===== config.mk =====
export PLATFORM = sky130hd
export DESIGN_NAME = muldiv_unit
export DESIGN_NICKNAME = d
export VERILOG_FILES = /design/src/rtl/muldiv_unit_pkg.sv /design/src/rtl/muldiv_unit_div_core.sv /design/src/rtl/muldiv_unit.sv
export SDC_FILE = /design/constraint.sdc
export NUM_CORES = 2
export LEC_CHECK = 0
export BUFFER_PORTS_ARGS = -buffer_cell sky130_fd_sc_hd__buf_4
export CORE_MARGIN = 2
export CORE_UTILIZATION = 50
export CTS_BUF_LIST = sky130_fd_sc_hd__clkbuf_4
export CTS_CLUSTER_DIAMETER = 60
export CTS_CLUSTER_SIZE = 20
export DETAILED_ROUTE_END_ITERATION = 8
export GPL_TIMING_DRIVEN = 0
export PLACE_DENSITY = 0.66
export SYNTH_ARGS = -nofsm -noshare
export SYNTH_HDL_FRONTEND = slang
export SYNTH_HIERARCHICAL = 1
export SYNTH_SLANG_ARGS = --single-unit

===== constraint.sdc =====
create_clock -name clk -period 11.1 [get_ports clk]
set_input_delay 2.22 -clock clk [delete_from_list [all_inputs] [get_ports clk]]
set_output_delay 2.22 -clock clk [all_outputs]
set_load 0.1 [all_outputs]

===== src/rtl/muldiv_unit_pkg.sv =====
// Shared definitions for the RV32M multiply/divide unit: ALU select codes,
// FSM state encodings and the restoring-divide step used by the divider core.
package muldiv_unit_pkg;

  localparam int XLEN = 32;

  // Base ALU select codes
  localparam logic [4:0] ALU_ADD    = 5'd0;
  localparam logic [4:0] ALU_SUB    = 5'd1;
  localparam logic [4:0] ALU_AND    = 5'd2;
  localparam logic [4:0] ALU_OR     = 5'd3;
  localparam logic [4:0] ALU_XOR    = 5'd4;

  // RV32M select codes
  localparam logic [4:0] ALU_MUL    = 5'd16;
  localparam logic [4:0] ALU_MULH   = 5'd17;
  localparam logic [4:0] ALU_MULHSU = 5'd18;
  localparam logic [4:0] ALU_MULHU  = 5'd19;
  localparam logic [4:0] ALU_DIV    = 5'd20;
  localparam logic [4:0] ALU_DIVU   = 5'd21;
  localparam logic [4:0] ALU_REM    = 5'd22;
  localparam logic [4:0] ALU_REMU   = 5'd23;
  // func3=101 is the unsigned divide, historically named DIVH in ALU control
  localparam logic [4:0] ALU_DIVH   = ALU_DIVU;

  typedef enum logic [2:0] {
    MD_IDLE = 3'd0,
    MD_MUL  = 3'd1,
    MD_DIVI = 3'd2,
    MD_DIVF = 3'd3,
    MD_FIN  = 3'd4
  } md_state_t;

  // Edges from accept to the done cycle for an iterative divide
  localparam int MD_DIV_LAT = XLEN + 2;

  localparam logic [XLEN-1:0] MD_INT_MIN = {1'b1, {(XLEN-1){1'b0}}};

  // One restoring-division step: shift in the next dividend bit, subtract the
  // divisor if it fits. Returns {remainder, quotient-shift-register}.
  function automatic logic [2*XLEN-1:0] div_step(input logic [XLEN-1:0] rem,
                                                 input logic [XLEN-1:0] quot,
                                                 input logic [XLEN-1:0] divisor);
    logic [XLEN:0] shifted;
    logic [XLEN:0] diff;
    shifted = {rem, quot[XLEN-1]};
    diff    = shifted - {1'b0, divisor};
    if (!diff[XLEN])
      return {diff[XLEN-1:0], quot[XLEN-2:0], 1'b1};
    else
      return {shifted[XLEN-1:0], quot[XLEN-2:0], 1'b0};
  endfunction

endpackage


===== src/rtl/muldiv_unit_div_core.sv =====
// Iterative unsigned restoring divider: the load cycle resolves the first
// quotient bit, the remaining bits follow one per cycle, ready after XLEN cycles.
module muldiv_div_core
  import muldiv_unit_pkg::*;
(
  input  logic            clk,
  input  logic            rst,
  input  logic            load,
  input  logic [XLEN-1:0] dividend,
  input  logic [XLEN-1:0] divisor,
  output logic [XLEN-1:0] quot,
  output logic [XLEN-1:0] rem,
  output logic            ready
);

  localparam int CNT_W = $clog2(XLEN);

  logic [XLEN-1:0]  divisor_q;
  logic [CNT_W-1:0] count;
  logic             run;

  // count holds the number of quotient bits already resolved
  always_ff @(posedge clk) begin
    if (rst) begin
      quot      <= '0;
      rem       <= '0;
      divisor_q <= '0;
      count     <= '0;
      run       <= 1'b0;
      ready     <= 1'b0;
    end else if (load) begin
      {rem, quot} <= div_step('0, dividend, divisor);
      divisor_q   <= divisor;
      count       <= CNT_W'(1);
      run         <= 1'b1;
      ready       <= 1'b0;
    end else if (run) begin
      {rem, quot} <= div_step(rem, quot, divisor_q);
      count       <= count + CNT_W'(1);
      if (count == CNT_W'(XLEN - 1)) begin
        run   <= 1'b0;
        ready <= 1'b1;
      end
    end
  end

endmodule


===== src/rtl/muldiv_unit.sv =====
// RV32M execute unit beside the EX-stage ALU: multi-cycle multiply/divide with
// a start/busy/done handshake so the hazard unit can hold the instruction.
module muldiv_unit
  import muldiv_unit_pkg::*;
(
  input  logic            clk,
  input  logic            rst,
  input  logic            start,
  input  logic [4:0]      ALUsel,
  input  logic [XLEN-1:0] a,
  input  logic [XLEN-1:0] b,
  input  logic            kill,
  output logic            busy,
  output logic            done,
  output logic [XLEN-1:0] result
);

  md_state_t state;

  logic            is_mul;
  logic            is_div;
  logic            rem_op;
  logic            sgn_a;
  logic            sgn_b;
  logic            neg_a;
  logic            neg_b;
  logic            div_zero;
  logic            div_ovf;
  logic            special;
  logic            accept;
  logic            div_load;
  logic [XLEN-1:0] special_val;
  logic [XLEN-1:0] mag_a;
  logic [XLEN-1:0] mag_b;

  logic              hi_q;
  logic              rem_q;
  logic              negq_q;
  logic              negr_q;
  logic [2*XLEN-1:0] ma_q;
  logic [2*XLEN-1:0] mb_q;
  logic [2*XLEN-1:0] prod;

  logic [XLEN-1:0] div_quot;
  logic [XLEN-1:0] div_rem;
  logic            div_ready;

  always_comb begin
    is_mul = 1'b0;
    is_div = 1'b0;
    rem_op = 1'b0;
    sgn_a  = 1'b0;
    sgn_b  = 1'b0;
    case (ALUsel)
      ALU_MUL:    is_mul = 1'b1;
      ALU_MULH:   begin is_mul = 1'b1; sgn_a = 1'b1; sgn_b = 1'b1; end
      ALU_MULHSU: begin is_mul = 1'b1; sgn_a = 1'b1; end
      ALU_MULHU:  is_mul = 1'b1;
      ALU_DIV:    begin is_div = 1'b1; sgn_a = 1'b1; sgn_b = 1'b1; end
      ALU_DIVU:   is_div = 1'b1;
      ALU_REM:    begin is_div = 1'b1; rem_op = 1'b1; sgn_a = 1'b1; sgn_b = 1'b1; end
      ALU_REMU:   begin is_div = 1'b1; rem_op = 1'b1; end
      default:    ;
    endcase
  end

  assign neg_a = sgn_a & a[XLEN-1];
  assign neg_b = sgn_b & b[XLEN-1];
  assign mag_a = neg_a ? -a : a;
  assign mag_b = neg_b ? -b : b;

  // Architecturally defined divide results that bypass the iterative core;
  // the signed-overflow quotient happens to equal the dividend itself
  assign div_zero    = (b == '0);
  assign div_ovf     = sgn_b && (a == MD_INT_MIN) && (b == '1);
  assign special     = is_div && (div_zero || div_ovf);
  assign special_val = div_zero ? (rem_op ? a : '1) : (rem_op ? '0 : a);

  assign accept   = (state == MD_IDLE) && start && (is_mul || is_div) && !kill;
  assign div_load = accept && is_div && !special;

  // Operands are held sign/zero-extended to 2*XLEN so the low product bits are exact
  assign prod = ma_q * mb_q;

  muldiv_div_core u_div (
    .clk      (clk),
    .rst      (rst),
    .load     (div_load),
    .dividend (mag_a),
    .divisor  (mag_b),
    .quot     (div_quot),
    .rem      (div_rem),
    .ready    (div_ready)
  );

  // A flush aborts any in-flight op without touching result; FIN completes regardless
  always_ff @(posedge clk) begin
    if (rst) begin
      state  <= MD_IDLE;
      busy   <= 1'b0;
      done   <= 1'b0;
      result <= '0;
      hi_q   <= 1'b0;
      rem_q  <= 1'b0;
      negq_q <= 1'b0;
      negr_q <= 1'b0;
      ma_q   <= '0;
      mb_q   <= '0;
    end else begin
      done <= 1'b0;
      if (kill && state != MD_IDLE && state != MD_FIN) begin
        state <= MD_IDLE;
        busy  <= 1'b0;
      end else begin
        case (state)
          MD_IDLE: begin
            if (accept) begin
              busy   <= 1'b1;
              hi_q   <= (ALUsel != ALU_MUL);
              rem_q  <= rem_op;
              negq_q <= neg_a ^ neg_b;
              negr_q <= neg_a;
              ma_q   <= {{XLEN{neg_a}}, a};
              mb_q   <= {{XLEN{neg_b}}, b};
              if (special) begin
                result <= special_val;
                done   <= 1'b1;
                state  <= MD_FIN;
              end else if (is_mul) begin
                state <= MD_MUL;
              end else begin
                state <= MD_DIVI;
              end
            end
          end
          MD_MUL: begin
            result <= hi_q ? prod[2*XLEN-1:XLEN] : prod[XLEN-1:0];
            done   <= 1'b1;
            state  <= MD_FIN;
          end
          MD_DIVI: begin
            if (div_ready)
              state <= MD_DIVF;
          end
          MD_DIVF: begin
            if (rem_q)
              result <= negr_q ? -div_rem : div_rem;
            else
              result <= negq_q ? -div_quot : div_quot;
            done  <= 1'b1;
            state <= MD_FIN;
          end
          MD_FIN: begin
            busy  <= 1'b0;
            state <= MD_IDLE;
          end
          default: begin
            busy  <= 1'b0;
            state <= MD_IDLE;
          end
        endcase
      end
    end
  end

endmodule


======== Yosys cells after proc, flatten, opt, wreduce, memory -nomap -nowiden ========
Index checks and enable logic that the tools add are counted.
operators by class
  $add $sub $neg .......................... 7
  multiply operators ...................... 1
  equality and inequality tests ........... 19
  muxes and demuxes ....................... 38
  bitwise logic cells ..................... 5
  reductions and logical operators ........ 33
operator list
  operator                                              count
  2-to-1 mux 32 bit                                     15
  2-to-1 mux 64 bit                                     2
  negation 32 bit                                       4
  case mux 32 bit (3 select lines)                      1
  equality test 32 bit (second input constant)          2
  multiplier 33 x 33 -> 64 bit                          1
  equality test 5 bit (second input constant)           9
  subtractor 1 x 32 -> 33 bit                           1
  subtractor 33 x 32 -> 33 bit                          1
  zero test 32 bit                                      1
  2-to-1 mux 1 bit                                      13
  OR reduction 4 bit                                    3
  logical AND 1 bit                                     10
  2-to-1 mux 3 bit                                      3
  case mux 3 bit (3 select lines)                       1
  OR reduction 2 bit                                    4
  equality test 3 x 2 -> 1 bit (second input constant)  2
  AND reduction 2 bit                                   3
  nonzero test 3 bit                                    2
  OR reduction 3 bit                                    2
  adder 5 x 1 -> 5 bit (second input constant)          1
  != test 5 bit (second input constant)                 1
  != test 2 bit (second input constant)                 2
  case mux 1 bit (2 select lines)                       2
  other kinds (13)                                      17
word-level totals
  register bits ........................... 210
  bits of input ports ..................... 73
  output and inout bits ................... 34
  logic and storage cells ................. 120

======== Longest topological paths before layout ========
  depth after elaboration ................. 10
  mapped depth ............................ 31
  depth with buffers taken out ............ 28

======== Cells and area by module ========
Netlist, hierarchy kept.
modules (own cells, without submodules)
  module           times used  cells each  area an instance (sq um)  sequential area each (sq um)
  muldiv_unit      1           5328        46230.6                   2122.0
  muldiv_div_core  1           794         6371.1                    2062.0

======== Worst setup path before layout ========
OpenSTA, ideal clock, no wires.
  path type ............................... register to register
  start ................................... reg negr_q
  end ..................................... reg result[25]
  setup time .............................. 91 ps
  arrival ................................. 8035 ps
  required time ........................... 11009 ps
  slack ................................... 2974 ps
  stages on the path, launching flop included .. 30
  buffers on the path ..................... 4
  clock period less this slack ............ 8126 ps
  cell sequence ........................... dfxtp_1 clkbuf_1 clkbuf_1 clkbuf_1 nand2_1 inv_1 fa_1 fa_1 fa_1 inv_1 fa_1 inv_1 fa_1 fa_1 fa_1 inv_1 fa_1 inv_1 ha_1 clkbuf_1 nand2_1 nor2_1 nand2_1 o211ai_1 a311o_1 a211oi_1 nand2_1 a2111oi_0 a31oi_1 a311oi_1
between the ends
  longest elaborated chain between the ends .. 3
ends and longest elaborated chain
  item                              line                text
  start, declared                   muldiv_unit.sv:39   logic negr_q;
  start signal, assigned            muldiv_unit.sv:122  negr_q <= neg_a;
  2-to-1 mux 32 bit                 muldiv_unit.sv:147  result <= negr_q ? -div_rem : div_rem;
  2-to-1 mux 32 bit                 muldiv_unit.sv:146  if (rem_q)
  case mux 32 bit (3 select lines)  muldiv_unit.sv:115  case (state)
  end signal, assigned              muldiv_unit.sv:126  result <= special_val;
  end signal, assigned              muldiv_unit.sv:147
  end signal, assigned              muldiv_unit.sv:149  result <= negq_q ? -div_quot : div_quot;
  end, declared                     muldiv_unit.sv:15   output logic [XLEN-1:0] result
Every way passes these cells.
A chain may end at the register's enable or synchronous reset.

======== Final worst setup path ========
Ends and elaborated chain as after synthesis.

==> results.yml <==
status:
  outcome: "complete, but fails checks"
  failed_checks: "max-capacitance violations, max-slew violations"
route:
  drc_errors: 0
  via_count: 45400
  drt-initial-drc-count: 5297
  totalWireLength_microns: 224200
  post_drt_wl_per_cell_microns: 29.20
  drtPass1Iterations: 6
  drtAntennaViolNets: 0
  viasPerCell: 5.913
layout:
  multi_input_area_sq_mm: 0.04253
  syn_to_final_growth_pct: 5.742
  postLayoutCoreUtil_pct: 53.51
  nets: 7698
  fin_area_sq_mm: 0.05562
  fillers: 10000
  ff_latch_area_sq_mm: 0.004184
  drive_above_1_share_pct: 3.209
setup_path:
  worstSetupStartpointType: "register"
  critPathMaxFanout: 11
  cpMaxStageDelayCell: "fa_1"
  slowest_delay_ns: 1.02
  required_ns: 11.82
  critPathCaptureType: "register"
  critical_path_arrival_ns: 11.68
  cp_common_cell: "fa_1"
  worstSetupPathType: "reg2reg"
clocking:
  cts_tree: "done"
  cts_setup_buffers: 0
  clock-root-buffer: "clkbuf_4"
  cts.clk_slew.worst_paths_ns: 0.17
  htreeDepth: 1
  clock_path_buffers: 3
  clock_latency_ns: 0.80
  cts.sinks: 209
  numCtsBuffers: 24
timing:
  finalClockSkew_ns: 0.05529
  worst_slew_pin_slew_ns: 1.620
  hold_viol_final: 0
  final.setup.worst_slack_ns: 0.1421
  holdWs_ns: 0.5189
  fin_crit_sh_pct: 98.72
  setup_viol: 0
  drv_slew: 47
  max-slew-margin-rel_pct: -7.983
  min_period_ns: 10.96
  max_clock_freq_mhz: 91.26
yosys:
  syn-cell-area_sq_mm: 0.05260
  postSynthCellCount: 6122
  synth_ff_type: "dfxtp_1"
  post-synth-top-area-fraction_pct: 42.85
  synth.area.top_cells: "fa_1, inv_1, dfxtp_1, and2_1, nand2_1"
  async_flop_share_pct: 0
  ys_ff_latch: 209
  yosysWarnings: 6
  synth_common_cells: "inv_1, fa_1, nand2_1"
  yosysTopAreaCell: "fa_1"
  syn-num-nets: 7574
  synth_seq_area_share_pct: 7.954
  synth_edf_count: 0
  syn_area_per_cell_sq_um: 8.592
  yosysMostFrequentCell: "inv_1"
  synth_cell_types: 88
place:
  placed_area_sq_mm: 0.05508
  numPortBuffers: 96
  gp_congestion: 1.062
  dp_slack_ns: 0.3766
  dp_hpwl_microns: 184500
floorplan:
  core_area_sq_mm: 0.1039
  die_area_sq_mm: 0.1078
  die-height_microns: 328.4
  rows: 118
  die_w_microns: 328.4
  initial_utilization_pct: 50.61
  io-pin-count: 107
pwr:
  cellPowerDensity_mw_per_mm2: 37.09
  p_leak_nw: 26.85
  peakVddDrop_mv: 0.07857
  total_power_mw: 2.063
global_route:
  gr-total-overflow: 0
  antenna_found_initial: 26
  grt_max_degree: 25
  grt_pass1_vias: 45900
  grt_use_total_pct: 42.19
  grt_pass1_wl_microns: 322900
worst_hold_path:
  hp-class: "reg2reg"
run:
  drv_cap: 5
## worst max-delay path: cells and delay by family (launching register included)
kind,cells,cell delay [ns]
simple gates,3,0.53
fa+ha+maj,9,5.38
buf+inv,8,2.76
compound gates,6,1.82
flops,1,0.34
## path summary, 6_finish.rpt
check / start / to / slack [ns] / depth (start not counted)
hold reg to reg: u_div/divisor_q[25] / u_div/divisor_q[25] / 0.52 / 2
setup / recovery: negr_q / result[25] / 0.14 / 26
setup reg to reg: negr_q / result[25] / 0.14 / 26
hold / removal: u_div/divisor_q[25] / u_div/divisor_q[25] / 0.52 / 2
## cell type report
type,instances,share of cell area (%)
clock buffer,26,0.3509
timing repair buffer,98,1.354
sequential,209,7.522
multi-input combinational,4360,76.47
inverter,1197,8.078
buffer,356,2.535
tap,1380,3.104
antenna,35,0.1575
clock inverter,17,0.4319
## stage by stage
stage / cells / setup TNS [ns]
global placement: 7598 / 0
global route: 7655 / -0.05427
CTS: 7642 / 0
floorplan: 6122 / 0
detailed placement: 7599 / 0
finish: 7678 / 0
## repair_timing
action	in CTS	in global routing
setup endpoints to repair	0	3
endpoints found under the hold margin	0	0
hold buffers	0	0
gates resized for setup	0	3
## registers in the layout, indices dropped and copies added, names as in the netlist, 3 cells and up
register,cells
u_div/quot,32
u_div/divisor_q,32
mb_q,33
result,32
ma_q,32
u_div/count,5
u_div/rem,32
state,3
## layer usage
layer,global-route usage [%],share of wire [%]
met2,61.25,42
met4,30.35,9.0
met3,12.04,12
met5,0,0.035
met1,54.03,37
## logic make-up (layout without fill, tap and decap cells)
logic type	count (synthesis)	in the layout	synth area share (%)
AND/OR/NAND/NOR	1974	1974	18.20
buffers and inverters	1553	1694	11.20
adder cells (fa/ha/maj)	1379	1379	48.87
other	0	35	0
AO/OA/AOI/OAI	715	715	8.703
XOR/XNOR	207	207	3.447
multiplexers	85	85	1.620
flip-flops	209	209	7.954
## placed cells by master (no fill, tap or decap), types with 10 or more instances in the layout
cell type / count
buf_2: 10
inv_1: 1197
o21bai_1: 13
o21ai_0: 117
fa_1: 1126
xnor2_1: 124
clkbuf_1: 325
o211ai_1: 22
or4_1: 16
o31ai_1: 42
a21o_1: 40
a211oi_1: 44
or3_1: 14
nor2_1: 265
nor4_1: 33
o21a_1: 21
nand2b_1: 31
o22ai_1: 10
a21oi_1: 272
a31oi_1: 16
and3_1: 17
diode_2: 35
o41ai_1: 16
nand4_1: 29
a311oi_1: 10
clkbuf_4: 26
ha_1: 253
and2_1: 542
nor3_1: 48
dfxtp_1: 209
nand2_1: 856
nand3_1: 31
buf_4: 101
nor2b_1: 40
xor2_1: 82
mux2i_1: 84
a221oi_1: 17
## where the power goes
part | switching [mW] | internal (mW)
Sequential | 0.0376 | 0.764
Clock | 0.357 | 0.210
Combinational | 0.470 | 0.225
No activity file was read; power rests on OpenSTA's default activity.
